### config.mk
export PLATFORM = sky130hd
export DESIGN_NAME = mbist_mux_repair
export DESIGN_NICKNAME = d
export VERILOG_FILES = /design/src/rtl/mbist_mux_repair.sv
export SDC_FILE = /design/constraint.sdc
export NUM_CORES = 1
export LEC_CHECK = 0
export CELL_PAD_IN_SITES_DETAIL_PLACEMENT = 1
export CELL_PAD_IN_SITES_GLOBAL_PLACEMENT = 2
export CORE_MARGIN = 2
export CORE_UTILIZATION = 25
export DETAILED_ROUTE_END_ITERATION = 6
export HOLD_SLACK_MARGIN = 0.12
export PLACE_DENSITY = 0.95
export SLEW_MARGIN = 20
export SYNTH_ARGS = -nofsm -noshare
export SYNTH_HDL_FRONTEND = slang
export SYNTH_SLANG_ARGS = --single-unit
### constraint.sdc
create_clock -name clk -period 5.3 [get_ports clk]
set_input_delay 0.53 -clock clk [delete_from_list [all_inputs] [get_ports clk]]
set_output_delay 0.53 -clock clk [all_outputs]
set_load 0.02 [all_outputs]
### src/rtl/mbist_mux_repair.sv
// MBIST/functional SRAM port mux with an N-entry address repair table; the mux and remap are combinational.
// New table entries take effect the cycle after the error pulse. There is no flow control: every cycle is accepted.
module mbist_mux_repair #(
    parameter int                      BIST_ADDR_WD           = 9,
    parameter int                      BIST_DATA_WD           = 32,
    parameter logic [BIST_ADDR_WD-1:0] BIST_REPAIR_ADDR_START = 9'h1FC,
    parameter int                      NUM_SPARE              = 4,
    parameter int                      CNT_WD                 = $clog2(NUM_SPARE + 1)
) (
    input  logic                      clk,
    input  logic                      rst_n,
    input  logic                      bist_en,
    input  logic [BIST_ADDR_WD-1:0]   bist_addr,
    input  logic [BIST_DATA_WD-1:0]   bist_wdata,
    input  logic                      bist_rd,
    input  logic                      bist_wr,
    input  logic                      bist_error,
    input  logic [BIST_ADDR_WD-1:0]   bist_error_addr,
    input  logic                      bist_clear,
    input  logic                      func_cen_a,
    input  logic [BIST_ADDR_WD-1:0]   func_addr_a,
    output logic [BIST_DATA_WD-1:0]   func_dout_a,
    input  logic                      func_cen_b,
    input  logic                      func_web_b,
    input  logic [BIST_DATA_WD/8-1:0] func_mask_b,
    input  logic [BIST_ADDR_WD-1:0]   func_addr_b,
    input  logic [BIST_DATA_WD-1:0]   func_din_b,
    output logic                      mem_cen_a,
    output logic [BIST_ADDR_WD-1:0]   mem_addr_a,
    input  logic [BIST_DATA_WD-1:0]   mem_dout_a,
    output logic                      mem_cen_b,
    output logic                      mem_web_b,
    output logic [BIST_DATA_WD/8-1:0] mem_mask_b,
    output logic [BIST_ADDR_WD-1:0]   mem_addr_b,
    output logic [BIST_DATA_WD-1:0]   mem_din_b,
    output logic                      bist_correct,
    output logic                      bist_repair_full,
    output logic [CNT_WD-1:0]         bist_repair_cnt
);
    localparam int MASK_WD = BIST_DATA_WD / 8;
    // Exclusive upper bound of the spare window, one bit wider so it cannot wrap.
    localparam logic [BIST_ADDR_WD:0] SPARE_END =
        {1'b0, BIST_REPAIR_ADDR_START} + (BIST_ADDR_WD + 1)'(NUM_SPARE);

    if (NUM_SPARE < 1 || NUM_SPARE > 16) begin : g_bad_num_spare
        $error("NUM_SPARE must be in 1..16");
    end
    if (int'(BIST_REPAIR_ADDR_START) + NUM_SPARE > 2 ** BIST_ADDR_WD) begin : g_bad_spare_range
        $error("spare window exceeds the address space");
    end
    if (BIST_DATA_WD % 8 != 0) begin : g_bad_data_wd
        $error("BIST_DATA_WD must be a multiple of 8");
    end

    typedef struct packed {
        logic                    vld;
        logic [BIST_ADDR_WD-1:0] addr;
    } entry_t;

    entry_t [NUM_SPARE-1:0] tbl_q, tbl_d;
    logic   [CNT_WD-1:0]    cnt_q, cnt_d;
    logic                   full_q, full_d;

    logic [BIST_ADDR_WD-1:0] raw_addr_a, raw_addr_b;
    logic                    err_is_spare, err_dup;

    // Scan high to low so the lowest matching index is the one that sticks.
    function automatic logic [BIST_ADDR_WD-1:0] remap(input entry_t [NUM_SPARE-1:0] tbl,
                                                      input logic [BIST_ADDR_WD-1:0] addr);
        remap = addr;
        for (int i = NUM_SPARE - 1; i >= 0; i--) begin
            if (tbl[i].vld && tbl[i].addr == addr) begin
                remap = BIST_REPAIR_ADDR_START + BIST_ADDR_WD'(i);
            end
        end
    endfunction

    always_comb begin
        if (bist_en) begin
            mem_cen_a  = !bist_rd;
            mem_cen_b  = !bist_wr;
            mem_web_b  = !bist_wr;
            mem_mask_b = {MASK_WD{1'b1}};
            mem_din_b  = bist_wdata;
            raw_addr_a = bist_addr;
            raw_addr_b = bist_addr;
        end else begin
            mem_cen_a  = func_cen_a;
            mem_cen_b  = func_cen_b;
            mem_web_b  = func_web_b;
            mem_mask_b = func_mask_b;
            mem_din_b  = func_din_b;
            raw_addr_a = func_addr_a;
            raw_addr_b = func_addr_b;
        end
    end

    assign mem_addr_a  = remap(tbl_q, raw_addr_a);
    assign mem_addr_b  = remap(tbl_q, raw_addr_b);
    assign func_dout_a = mem_dout_a;

    always_comb begin
        err_is_spare = (bist_error_addr >= BIST_REPAIR_ADDR_START) &&
                       ({1'b0, bist_error_addr} < SPARE_END);
        err_dup = 1'b0;
        for (int i = 0; i < NUM_SPARE; i++) begin
            if (tbl_q[i].vld && tbl_q[i].addr == bist_error_addr) begin
                err_dup = 1'b1;
            end
        end
    end

    always_comb begin
        tbl_d  = tbl_q;
        cnt_d  = cnt_q;
        full_d = full_q;
        if (bist_clear) begin
            tbl_d  = '0;
            cnt_d  = '0;
            full_d = 1'b0;
        end else if (bist_error && bist_en) begin
            if (err_is_spare) begin
                full_d = 1'b1;
            end else if (!err_dup) begin
                if (cnt_q < CNT_WD'(NUM_SPARE)) begin
                    for (int i = 0; i < NUM_SPARE; i++) begin
                        if (CNT_WD'(i) == cnt_q) begin
                            tbl_d[i].vld  = 1'b1;
                            tbl_d[i].addr = bist_error_addr;
                        end
                    end
                    cnt_d = cnt_q + CNT_WD'(1);
                end else begin
                    full_d = 1'b1;
                end
            end
        end
    end

    always_ff @(posedge clk or negedge rst_n) begin
        if (!rst_n) begin
            tbl_q  <= '0;
            cnt_q  <= '0;
            full_q <= 1'b0;
        end else begin
            tbl_q  <= tbl_d;
            cnt_q  <= cnt_d;
            full_q <= full_d;
        end
    end

    assign bist_correct     = !full_q;
    assign bist_repair_full = full_q;
    assign bist_repair_cnt  = cnt_q;

endmodule

== Yosys cells after proc, flatten, opt, wreduce, memory -nomap -nowiden ==
Index checks and enable logic that the tools add are counted.
Widths: inputs -> output; s select.

* Magnitude comparators: 2
* Muxes and demuxes: 38
* Div/mod/pow operators: 0
* Reductions and logical operators: 29
* Shift operators: 0
* Equality and inequality tests: 19
* Add/subtract/negate cells: 1
* Bitwise operators: 0
* Multipliers: 0

{| class="wikitable"
|+ Operators with widths
! operator !! count
|-
| $mux 40 || 5
|-
| $eq 9x9->1 || 12
|-
| $mux 9 || 10
|-
| $mux 10 || 4
|-
| $mux 32 || 1
|-
| $reduce_and 5->1 || 4
|-
| $mux 3 || 5
|-
| $logic_and 1x1->1 || 13
|-
| $mux 1 || 12
|-
| $reduce_bool 2->1 || 6
|-
| $ge 9x9->1 const B || 1
|-
| $eq 2x3->1 const A || 2
|-
| $ne 3x3->1 const B || 2
|-
| $mux 4 || 1
|-
| $ne 2x2->1 const B || 2
|-
| $reduce_and 4->1 || 1
|-
| $add 3x1->3 const B || 1
|-
| $eq 1x3->1 const A || 1
|-
| $logic_not 1->1 || 3
|-
| $logic_not 3->1 || 1
|-
| $lt 3x3->1 const B || 1
|-
| $reduce_and 3->1 || 1
|}

* Logic and storage cells: 99
* Latch bits: 0
* RAM bits: 0
* Memories: 0
* Bits in read-only memories: 0
* Bits in registers: 44

== Depth between registers and ports, before layout ==
* Depth in word-level cells: 10
* Gate-level depth with buffers: 9
* Mapped depth without buffers: 6

== Worst setup path after synthesis ==
No wires, ideal clock.

* Path type: input to output
* Start point: in bist_en
* End point: out mem_addr_a[1]
* Data arrival time: 2.221 ns
* Slack: 2.549 ns
* Stages on the path: 8
* Required time: 4.770 ns
* Cells stage by stage: buf_6 -> buf_12 -> mux2i_4 -> xnor2_1 -> nor4_1 -> and3b_1 -> a32oi_2 -> a21boi_1

* Cells in the longest elaborated chain, start to end: 7
* Elaborated cells on any way between the ends: 13
* Those cells by class: eq/ne: 4; mux: 5; reduce/logical: 4

{| class="wikitable"
|+ Ends and longest elaborated chain
! element !! line !! source
|-
| from (decl) || 12 || <nowiki>input logic bist_en,</nowiki>
|-
| $mux 9 * || 79 || <nowiki>if (bist_en) begin</nowiki>
|-
| $eq 9x9->1 || 72 || <nowiki>if (tbl[i].vld && tbl[i].addr == addr) begin</nowiki>
|-
| $logic_and 1x1->1 || 72 ||
|-
| $mux 9 (3 in a row) || 72 ||
|-
| $mux 9 * || 72 ||
|-
| to (decl) || 29 || <nowiki>output logic [BIST_ADDR_WD-1:0] mem_addr_a,</nowiki>
|}

Mark *: on every way between the ends. The rest lies on a longest branch, timed or not.

== Worst setup path after layout ==
Ends and elaborated chain as after synthesis.

==> results.cfg <==
[outcome]
status = complete, no violations

[logic_synthesis]
synth_seq_cells = 44
postSynthAreaPerCell_um2 = 9.85
synth_cells = 465
synth.most_common_cell = xnor2_1
synth_top_area_share_pct = 24.0
synth_area_mm2 = 0.00458
yosysWarnings = 0
async_reset_ff_share_pct = 100
synth.area.top_cells = dfrtp_1, xnor2_1, mux2_2
yosys.area.top_type = dfrtp_1
synth_nets = 616
synth_common_cells = xnor2_1, nand2b_1, dfrtp_1
yosysSeqAreaShare_pct = 24.0
synth_cell_type_count = 41
ys.flop_type = dfrtp_1
synth_edf_count = 0

[critical_path]
critPathLaunchType = input pin
critPathTopFamily = buffers and inverters
crit_start = bist_en
cp_slowest_cell = clkdlybuf4s50_1
arrival_ns = 3.25
path_buf_inv = 2
critPathKind = in -> out
r2r_cells = 6
rr_startpoint = tbl_q[2]
worstPathCellList = buf_4, mux2i_2, xnor2_1, nor4_1, nand4_1, and2_1, a21boi_1, clkdlybuf4s50_1
cp_slowest_stage_delay_ns = 0.56
ff2ff_setup_slack_ns = 2.51
required_ns = 4.77
worst_r2r_endpoint = tbl_q[37]
cp_max_fo = 21
critPathCaptureType = output port

[place]
port_buffers = 175
dpl_cell_area_mm2 = 0.00622
numPlacedInstances = 812
dp_hpwl_mm = 13.3
preCtsSetupSlack_ns = 1.54
place_congestion = 0.967

[floorplanning]
die_area_mm2 = 0.0194
rows = 49
start_util_pct = 25.5
num_io_pins = 240
die_y_um = 139
fp.dieW_um = 139
core-area_mm2 = 0.0180

[grt]
grt_max_degree = 58
antenna_found_initial = 0
grtUsageMet2_pct = 29.5
grt.busiest_layer = met2
use_met1_pct = 21.9
grt_overflow = 0
grt.total_usage_pct = 17.0
grt_pass1_wl_mm = 25.6
grt_pass1_vias = 4240
grt_use_met3_pct = 3.17

[cells_and_area]
postLayoutCellArea_mm2 = 0.00638
num-fill-cells = 2045
final_net_count = 741
layout.area.seq_mm2 = 0.00110
diodes = 0
fin_cells = 820
syn2layout_area_growth_pct = 39.2
drive_gt1_share_pct = 13.0
multiInputGateArea_mm2 = 0.00303

[run]
cap_violations = 0

[power_and_ir_drop]
vdd_ir_drop_max_mv = 0.115
p_leak_nw = 2.41
p_per_area_mw_per_mm2 = 182

[timing]
tightest_slew_ns = 0.837
final.setup.tns_ns = 0
period_share_pct = 71.3
drv_slew = 0
hold_viol = 0
setup_viol = 0
fmax_mhz = 265
rsz0062_at_grt = no
worst_slack_ns = 1.52
fin_crit_ns = 3.78
fin_worst_skew_ns = 0.00310
slew_headroom_pct = 44.0

[cts]
ctsHoldBuffers = 0
clock_latency_ns = 0.28
clock_path_buffers = 2
post_cts_buffers = 0
cts-htree-levels = 2
root_buffer = clkbuf_16
clock_sinks = 44
cts_buffers = 5
tritoncts = built
clk_pin_slew_ns = 0.06
cts_resized = 0

[worst_hold_path]
hp-class = in -> async

[routing]
drt-initial-drc-count = 296
wl_per_cell_um = 20.6
routed_wl_mm = 16.9
route.vias.total = 3939
drc_errors = 0
vias_per_cell = 4.80
drtPass1Iterations = 4
final_antenna_net_count = 0
-- cell families (layout without fill, tap and decap cells) --
| kind of cell | count (synthesis) | count (layout) | synth area share (%) |
|---|---|---|---|
| XOR/XNOR | 108 | 108 | 20.6 |
| flip-flops | 44 | 44 | 24.0 |
| buffers and inverters | 71 | 197 | 9.78 |
| AO/OA/AOI/OAI | 17 | 17 | 2.62 |
| AND/OR/NAND/NOR | 132 | 132 | 17.6 |
| multiplexers | 88 | 88 | 23.9 |
| adder cells (fa/ha/maj) | 5 | 5 | 1.37 |
-- cells in the final DEF, fill, tap and decap left out, types with 4 or more instances in the layout --
cell	n
or2_2	4
nand3_1	14
nor3_1	4
dfrtp_1	44
xnor2_1	98
and3_1	4
clkdlybuf4s50_1	173
nand4_1	16
a21oi_1	6
mux2i_1	37
nand2b_1	47
ha_1	5
nand2_2	8
mux2_2	33
clkbuf_16	5
nor2_1	6
inv_1	12
mux2i_2	6
buf_4	4
mux2i_4	12
xor2_1	10
nor4_1	15
-- cell type report --
cell class                      count  area share, %
Multi-Input combinational cell    350           47.5
Timing Repair Buffer              177           27.6
Sequential cell                    44           17.3
Tap cell                          229           4.49
Clock buffer                        7           2.24
Inverter                           12          0.706
Clock inverter                      1          0.118
-- state kept, by name, summed over array words and instances (netlist names) --
signal / count
tbl_q: 40
bist_repair_full: 1
bist_repair_cnt: 3
-- power breakdown --
group          switching, W  internal, W
clock              0.000134     0.000188
sequential        0.0000305     0.000349
combinational      0.000207     0.000248
total              0.000372     0.000785
-- routing by layer --
| layer | routed length (µm) | part of all wire, % |
|---|---|---|
| met5 | 0 | 0 |
| met4 | 391 | 2.3 |
| met1 | 7280 | 43 |
| met3 | 939 | 5.5 |
| met2 | 8320 | 49 |
-- worst max-delay path by stage --
| stage | cells after the start | slack (ns) | to |
|---|---|---|---|
| after detailed placement | 8 | 1.54 | mem_addr_b[2] |
| after global placement | 8 | 1.55 | mem_addr_b[2] |
| after floorplan | 8 | 2.55 | mem_addr_a[1] |
| final | 8 | 1.52 | mem_addr_a[1] |
| after CTS | 8 | 1.52 | mem_addr_b[2] |
| after global routing | 8 | 1.34 | mem_addr_a[3] |
-- per-stage QoR --
step	hold WS [ns]	util (%)	power [W]
after global routing	0.286	35.5	0.00121
after floorplan	0.234	-	0.000663
after CTS	0.472	35.5	0.00116
after global placement	0.575	34.6	0.000836
after detailed placement	0.588	34.6	0.000842
final	0.242	35.5	0.00116
No activity file was read; power rests on OpenSTA's default activity.
